===== config.mk =====
export PLATFORM = sky130hd
export DESIGN_NAME = spinner_emu
export DESIGN_NICKNAME = d
export VERILOG_FILES = /design/src/rtl/spinner_pkg.sv /design/src/rtl/spinner_emu_quad_decoder.sv /design/src/rtl/spinner_emu.sv
export SDC_FILE = /design/constraint.sdc
export NUM_CORES = 1
export LEC_CHECK = 0
export CORE_MARGIN = 8
export CORE_UTILIZATION = 35
export CTS_BUF_LIST = sky130_fd_sc_hd__clkbuf_8
export DETAILED_ROUTE_END_ITERATION = 7
export SYNTH_ARGS = -nofsm -noshare
export SYNTH_HDL_FRONTEND = slang
export SYNTH_SLANG_ARGS = --single-unit
export TNS_END_PERCENT = 20

===== constraint.sdc =====
create_clock -name clk_12m -period 3.09 [get_ports clk_12m]
set_input_delay 0.618 -clock clk_12m [delete_from_list [all_inputs] [get_ports clk_12m]]
set_output_delay 0.618 -clock clk_12m [all_outputs]
set_load 0.01 [all_outputs]

===== src/rtl/spinner_pkg.sv =====
// Shared quadrature types and state-stepping helpers for the spinner emulator.
package spinner_pkg;

    typedef logic [1:0] quad_t;

    localparam quad_t Q00 = 2'b00;
    localparam quad_t Q01 = 2'b01;
    localparam quad_t Q11 = 2'b11;
    localparam quad_t Q10 = 2'b10;

    // Forward order is 00 -> 01 -> 11 -> 10 -> 00.
    function automatic quad_t quad_fwd(input quad_t q);
        quad_t r;
        case (q)
            Q00:     r = Q01;
            Q01:     r = Q11;
            Q11:     r = Q10;
            default: r = Q00;
        endcase
        return r;
    endfunction

    function automatic quad_t quad_rev(input quad_t q);
        quad_t r;
        case (q)
            Q00:     r = Q10;
            Q10:     r = Q11;
            Q11:     r = Q01;
            default: r = Q00;
        endcase
        return r;
    endfunction

endpackage


===== src/rtl/spinner_emu_quad_decoder.sv =====
// Physical encoder front end: 2-FF synchronizer, optional stability filter
// (SPINNER_DEBOUNCE_EN) and A-edge decode that halves a 600-pulse encoder to 300.
module quad_decoder
    import spinner_pkg::*;
(
    input  logic       clk,
    input  logic       reset,
    input  logic [1:0] enc_in,
    output quad_t      raw_q,
    output logic       change
);

    logic [1:0] sync_p0;
    logic [1:0] sync_p1;
    logic [1:0] filt;
    logic [1:0] filt_prev;

    // Idle user-port lines float high, so reset to 11 to avoid a spurious change.
    always_ff @(posedge clk) begin
        if (reset) begin
            sync_p0 <= 2'b11;
            sync_p1 <= 2'b11;
        end else begin
            sync_p0 <= enc_in;
            sync_p1 <= sync_p0;
        end
    end

`ifdef SPINNER_DEBOUNCE_EN
    logic [1:0] cand;
    logic [1:0] stable_cnt;
    logic [1:0] filt_r;

    always_ff @(posedge clk) begin
        if (reset) begin
            cand       <= 2'b11;
            stable_cnt <= 2'd0;
            filt_r     <= 2'b11;
        end else if (sync_p1 != cand) begin
            cand       <= sync_p1;
            stable_cnt <= 2'd0;
        end else if (stable_cnt != 2'd3) begin
            stable_cnt <= stable_cnt + 2'd1;
        end else begin
            filt_r <= cand;
        end
    end

    assign filt = filt_r;
`else
    assign filt = sync_p1;
`endif

    assign change = (filt != filt_prev);

    // Only A edges advance the state; A^B after the edge gives the direction.
    always_ff @(posedge clk) begin
        if (reset) begin
            filt_prev <= 2'b11;
            raw_q     <= Q11;
        end else begin
            filt_prev <= filt;
            if (filt[0] != filt_prev[0]) begin
                raw_q <= (filt[0] ^ filt[1]) ? quad_fwd(raw_q) : quad_rev(raw_q);
            end
        end
    end

endmodule


===== src/rtl/spinner_emu.sv =====
// Arkanoid spinner emulator: merges mouse, USB spinner, D-pad, analog stick and a
// physical encoder into one AB quadrature output. Optional macro: SPINNER_DEBOUNCE_EN.
module spinner_emu
    import spinner_pkg::*;
#(
    parameter int TICK_DIV  = 1500,
    parameter int POLL_DIV  = 48000,
    parameter int DPAD_SLOW = 4,
    parameter int DPAD_FAST = 9,
    parameter int POS_W     = 12
) (
    input  logic       clk_12m,
    input  logic       reset,
    input  logic       mouse_strobe,
    input  logic [8:0] mouse_dx,
    input  logic [1:0] spin_mode,
    input  logic       btn_left,
    input  logic       btn_right,
    input  logic       btn_fast,
    input  logic [7:0] analog_x,
    input  logic [1:0] enc_in,
    output logic [1:0] spinner,
    output logic       use_io
);

    localparam int TICK_W = $clog2(TICK_DIV + 1);
    localparam int POLL_W = $clog2(POLL_DIV + 1);

    localparam logic signed [POS_W-1:0] ONE        = POS_W'(1);
    localparam logic signed [POS_W-1:0] SPRES_BASE = POS_W'(2);
    localparam logic signed [POS_W-1:0] DPAD_S     = POS_W'(DPAD_SLOW);
    localparam logic signed [POS_W-1:0] DPAD_F     = POS_W'(DPAD_FAST);

    logic                    ce_6m;
    logic [TICK_W-1:0]       div_tick;
    logic [POLL_W-1:0]       poll_cnt;
    logic [POLL_W-1:0]       poll_n;
    logic signed [POS_W-1:0] position;
    logic signed [POS_W-1:0] position_n;
    quad_t                   emu_q;
    quad_t                   emu_q_n;
    logic                    strobe_q;
    logic                    emu_clr_io;
    logic                    poll_hit;
    logic [1:0]              spres_sh;
    logic signed [POS_W-1:0] spres;
    logic signed [POS_W-1:0] dx_ext;
    logic signed [POS_W-1:0] analog_step;
    logic signed [POS_W-1:0] dpad_mag;
    quad_t                   raw_q;
    logic                    enc_change;

    // Mouse deltas are refused once the top two bits disagree, so the sum never wraps.
    function automatic logic near_sat(input logic signed [POS_W-1:0] p);
        return p[POS_W-1] != p[POS_W-2];
    endfunction

    quad_decoder u_dec (
        .clk    (clk_12m),
        .reset  (reset),
        .enc_in (enc_in),
        .raw_q  (raw_q),
        .change (enc_change)
    );

    assign spres_sh    = spin_mode - {1'b0, ~btn_fast};
    assign spres       = SPRES_BASE <<< spres_sh;
    assign dx_ext      = {{(POS_W-9){mouse_dx[8]}}, mouse_dx};
    assign analog_step = (analog_x[7:4] != 4'd0) ? {{(POS_W-4){analog_x[7]}}, analog_x[7:4]} : ONE;
    assign dpad_mag    = btn_fast ? DPAD_F : DPAD_S;
    assign poll_hit    = (poll_cnt == POLL_W'(POLL_DIV - 1));

    // Later assignments win, mirroring the priority of the input sources.
    always_comb begin
        position_n = position;
        emu_q_n    = emu_q;
        poll_n     = '0;
        emu_clr_io = 1'b0;

        if (div_tick == '0 && position != '0) begin
            if (position[POS_W-1]) begin
                emu_q_n    = quad_fwd(emu_q);
                position_n = position + ONE;
            end else begin
                emu_q_n    = quad_rev(emu_q);
                position_n = position - ONE;
            end
        end

        if (mouse_strobe != strobe_q) begin
            emu_clr_io = 1'b1;
            if (!near_sat(position)) begin
                position_n = position + dx_ext;
            end
        end

        if (spin_mode != 2'd0 && (btn_left || btn_right)) begin
            position_n = btn_right ? spres : -spres;
            emu_clr_io = 1'b1;
        end else if (spin_mode == 2'd0 && analog_x != 8'd0) begin
            emu_clr_io = 1'b1;
            if (poll_hit) begin
                position_n = analog_step;
            end else begin
                poll_n = poll_cnt + POLL_W'(1);
            end
        end else if (spin_mode == 2'd0 && (btn_left || btn_right)) begin
            emu_clr_io = 1'b1;
            if (poll_hit) begin
                position_n = btn_right ? dpad_mag : -dpad_mag;
            end else begin
                poll_n = poll_cnt + POLL_W'(1);
            end
        end
    end

    always_ff @(posedge clk_12m) begin
        if (reset) begin
            ce_6m    <= 1'b0;
            div_tick <= '0;
            poll_cnt <= '0;
            position <= '0;
            emu_q    <= Q11;
            strobe_q <= 1'b0;
        end else begin
            ce_6m <= ~ce_6m;
            if (ce_6m) begin
                div_tick <= (div_tick == TICK_W'(TICK_DIV - 1)) ? '0 : div_tick + TICK_W'(1);
                poll_cnt <= poll_n;
                position <= position_n;
                emu_q    <= emu_q_n;
                strobe_q <= mouse_strobe;
            end
        end
    end

    // Encoder activity claims the output; any emulated source hands it back.
    always_ff @(posedge clk_12m) begin
        if (reset) begin
            use_io  <= 1'b0;
            spinner <= Q11;
        end else begin
            if (enc_change) begin
                use_io <= 1'b1;
            end else if (ce_6m && emu_clr_io) begin
                use_io <= 1'b0;
            end
            spinner <= use_io ? raw_q : emu_q;
        end
    end

endmodule

==> results.cfg, run 1 <==
[outcome]
outcome = completed

[detailed_routing]
detail-route-antenna-nets = 0
post-route-drc-count = 0
vias = 3605
finalWirelength_um = 10200
wire_per_inst_um = 15.3
drt-initial-drc-count = 230
viasPerCell = 5.40
drtPass1Iterations = 4

[layout]
drive_gt1_frac = 0.0797
diodes = 0
area_growth_syn_to_layout_pct = 14.4
multiInputGateArea_um2 = 2700
finalNetCount = 584
post-route-util = 0.413
regArea_um2 = 1080
fillers = 1129

[logic_synthesis]
ys.flop_type = dfxtp_1
synth-edff-count = 0
synth_area_um2 = 3930
synth.net_count = 553
synth_area_leaders = dfxtp_1 (28%), ha_1 (9.2%), nor2_1 (5.6%)
synth_common_cells = nor2_1 (59), dfxtp_1 (54), nand2_1 (45), ha_1 (29), a21oi_1 (27)
synth_area_leader_cell = dfxtp_1
synth_top_area_share = 0.275
ys_types = 60
ys_ff_latch = 54
synth_most_common_cell = nor2_1
syn_area_per_cell_um2 = 7.94
yosysSeqAreaShare = 0.275
synthArstFlopShare = 0
yosys_warnings = 0
syn_inst = 495

[floorplanning]
die_y_um = 122
ioPinCount = 30
die-area_um2 = 14900
rows = 38
start_util = 0.361
die_x_um = 122
core_area_um2 = 10900

[power]
totalPowerFinal_mw = 2.07
ir_worst_vdd_mv = 0.232
leakage_nw = 1.77
powerDensity_nw_per_um2 = 462

[sta]
drv_slew = 0
post-route-period-util = 0.917
rsz0062_at_grt = false
setup_violations = 0
tightestPinTransition_ns = 0.576
hold_violations = 0
period_needed_ns = 2.83
fmax_mhz = 353
clock_skew_ns = 0.00573
slew_headroom = 0.615

[critical_path]
end_kind = flop
worstPathRequired_ns = 3.29
critPathKind = in -> reg
r2r_start = position[11]$_SDFFE_PP0P_
rrSetupSlack_ns = 0.28
startpoint_type = input pin
startpoint = mouse_dx[0]
crit_arrival_ns = 3.03
path_max_fanout = 2

[global_routing]
gr-total-overflow = 0
antenna_found_initial = 0
grt_pass1_vias = 3503
grt_max_degree = 22
grt_usage = 0.139
grt_first_pass_wirelength_um = 17000

[clock_network]
clock_path_buffers = 2
clk_latency_ns = 0.31
cts_tree = done
cts_htree_levels = 2
cts_made_buffers = 5
cts_sinks = 54
cts_resized = 0
postCtsSetupRepairBufs = 0
clock-root-buffer = clkbuf_8
clk_pin_slew_worst_paths_ns = 0.11
cts_hold_buf = 0

[place]
port_buffers = 29
dp_hpwl_um = 7970
routabilityCongestion = 0.879

[flow_run]
drv_cap = 0

[hold_path]
hp-start = u_dec.sync_p0[1]$_SDFF_PP1_
hold_path_class = reg -> reg
==> state kept, by name, summed over array words and instances, names as in the netlist <==
signal           flops
u_dec.raw_q          2
ce_6m                1
emu_q                2
spinner              2
u_dec.sync_p0        2
strobe_q             1
position            12
poll_cnt            16
use_io               1
div_tick            11
u_dec.filt_prev      2
u_dec.filt           2
==> stage by stage <==
| step | std cells | hold slack, ns | cell area, um^2 | setup TNS, ns | setup slack, ns |
|---|---|---|---|---|---|
| detailed placement | 659 | 0.405 | 4390 | -0.0587 | -0.0587 |
| global placement | 659 | 0.399 | 4390 | 0 | 0.0191 |
| CTS | 667 | 0.431 | 4490 | 0 | 0.267 |
| finish | 667 | 0.426 | 4490 | 0 | 0.257 |
| global route | 667 | 0.442 | 4490 | 0 | 0.124 |
| floorplan | 495 | 0.389 | 3930 | 0 | 0.562 |
==> critical path, cell delays in order <==
cell and delay (ns):
clkdlybuf4s50_1 0.46, ha_1 0.16, inv_1 0.06, fa_1 0.41
nor2b_1 0.16, o2111ai_1 0.15, a31oi_1 0.23, a31oi_1 0.15
xnor2_1 0.16, a2111oi_2 0.41, a211oi_2 0.08
==> logic make-up after synthesis <==
| group | Yosys count | share of synthesized area |
|---|---|---|
| xor gates and xnor gates | 41 | 0.0914 |
| muxes | 10 | 0.0255 |
| buffers and inverters | 35 | 0.0382 |
| adders and majority gates | 31 | 0.103 |
| AOI/OAI and AO/OA | 127 | 0.214 |
| and+or+nand+nor | 197 | 0.253 |
| DFF | 54 | 0.275 |
==> placed cells by master, fill, tap and decap left out, types with 8 or more instances in the layout <==
master,instances
o21ai_0,26
buf_4,10
xnor2_1,18
or2_2,8
nor3_1,16
nor4_1,8
clkdlybuf4s50_1,29
mux2i_1,10
ha_1,29
inv_1,20
dfxtp_1,54
nand3_1,15
nor2_1,59
and3_1,8
a21oi_1,27
a21o_1,8
a31oi_1,11
nand4_1,8
nand2_1,45
a211oi_1,8
xor2_1,23
==> final cells by class <==
| type | instances | share of cell area |
|---|---|---|
| clock inverter | 2 | 0.00362 |
| tap | 140 | 0.0390 |
| multi-input combinational | 406 | 0.600 |
| timing repair buffer | 39 | 0.0813 |
| sequential | 54 | 0.241 |
| clock buffer | 6 | 0.0184 |
| inverter | 20 | 0.0167 |
==> where the power goes <==
group	total, mW	switching (mW)	leakage (nW)	internal [mW]
clock network	0.438	0.253	0.0478	0.185
registers	0.785	0.0527	0.441	0.732
logic	0.851	0.470	1.28	0.381
total	2.07	0.776	1.77	1.30
==> metal layers <==
layer	vias to the layer above	wire, um	global-route usage
li1	1843	-	-
met3	12	423	0.0245
met5	-	0	0
met2	67	4790	0.231
met4	0	176	0.0362
met1	1683	4820	0.181
==> final timing paths <==
path | end | cells after the start
setup / recovery | position[10]$_SDFFE_PP0P_ | 11
hold / removal | u_dec.filt[1]$_SDFF_PP1_ | 1
hold reg to reg | u_dec.filt[1]$_SDFF_PP1_ | 1
setup reg to reg | position[10]$_SDFFE_PP0P_ | 10
Power figures use the tool's default switching activity.
==> run 2, diff against run 1 <==
SLEW_MARGIN = 20   (was not set)
==> results of run 2 <==
Final layout, timing and power as in run 1 (identical DEF).
==> run 3, diff against run 2 <==
CTS_BUF_LIST = not set   (was sky130_fd_sc_hd__clkbuf_8)
==> results of run 3 <==
Final layout, timing and power as in run 1 (identical DEF).
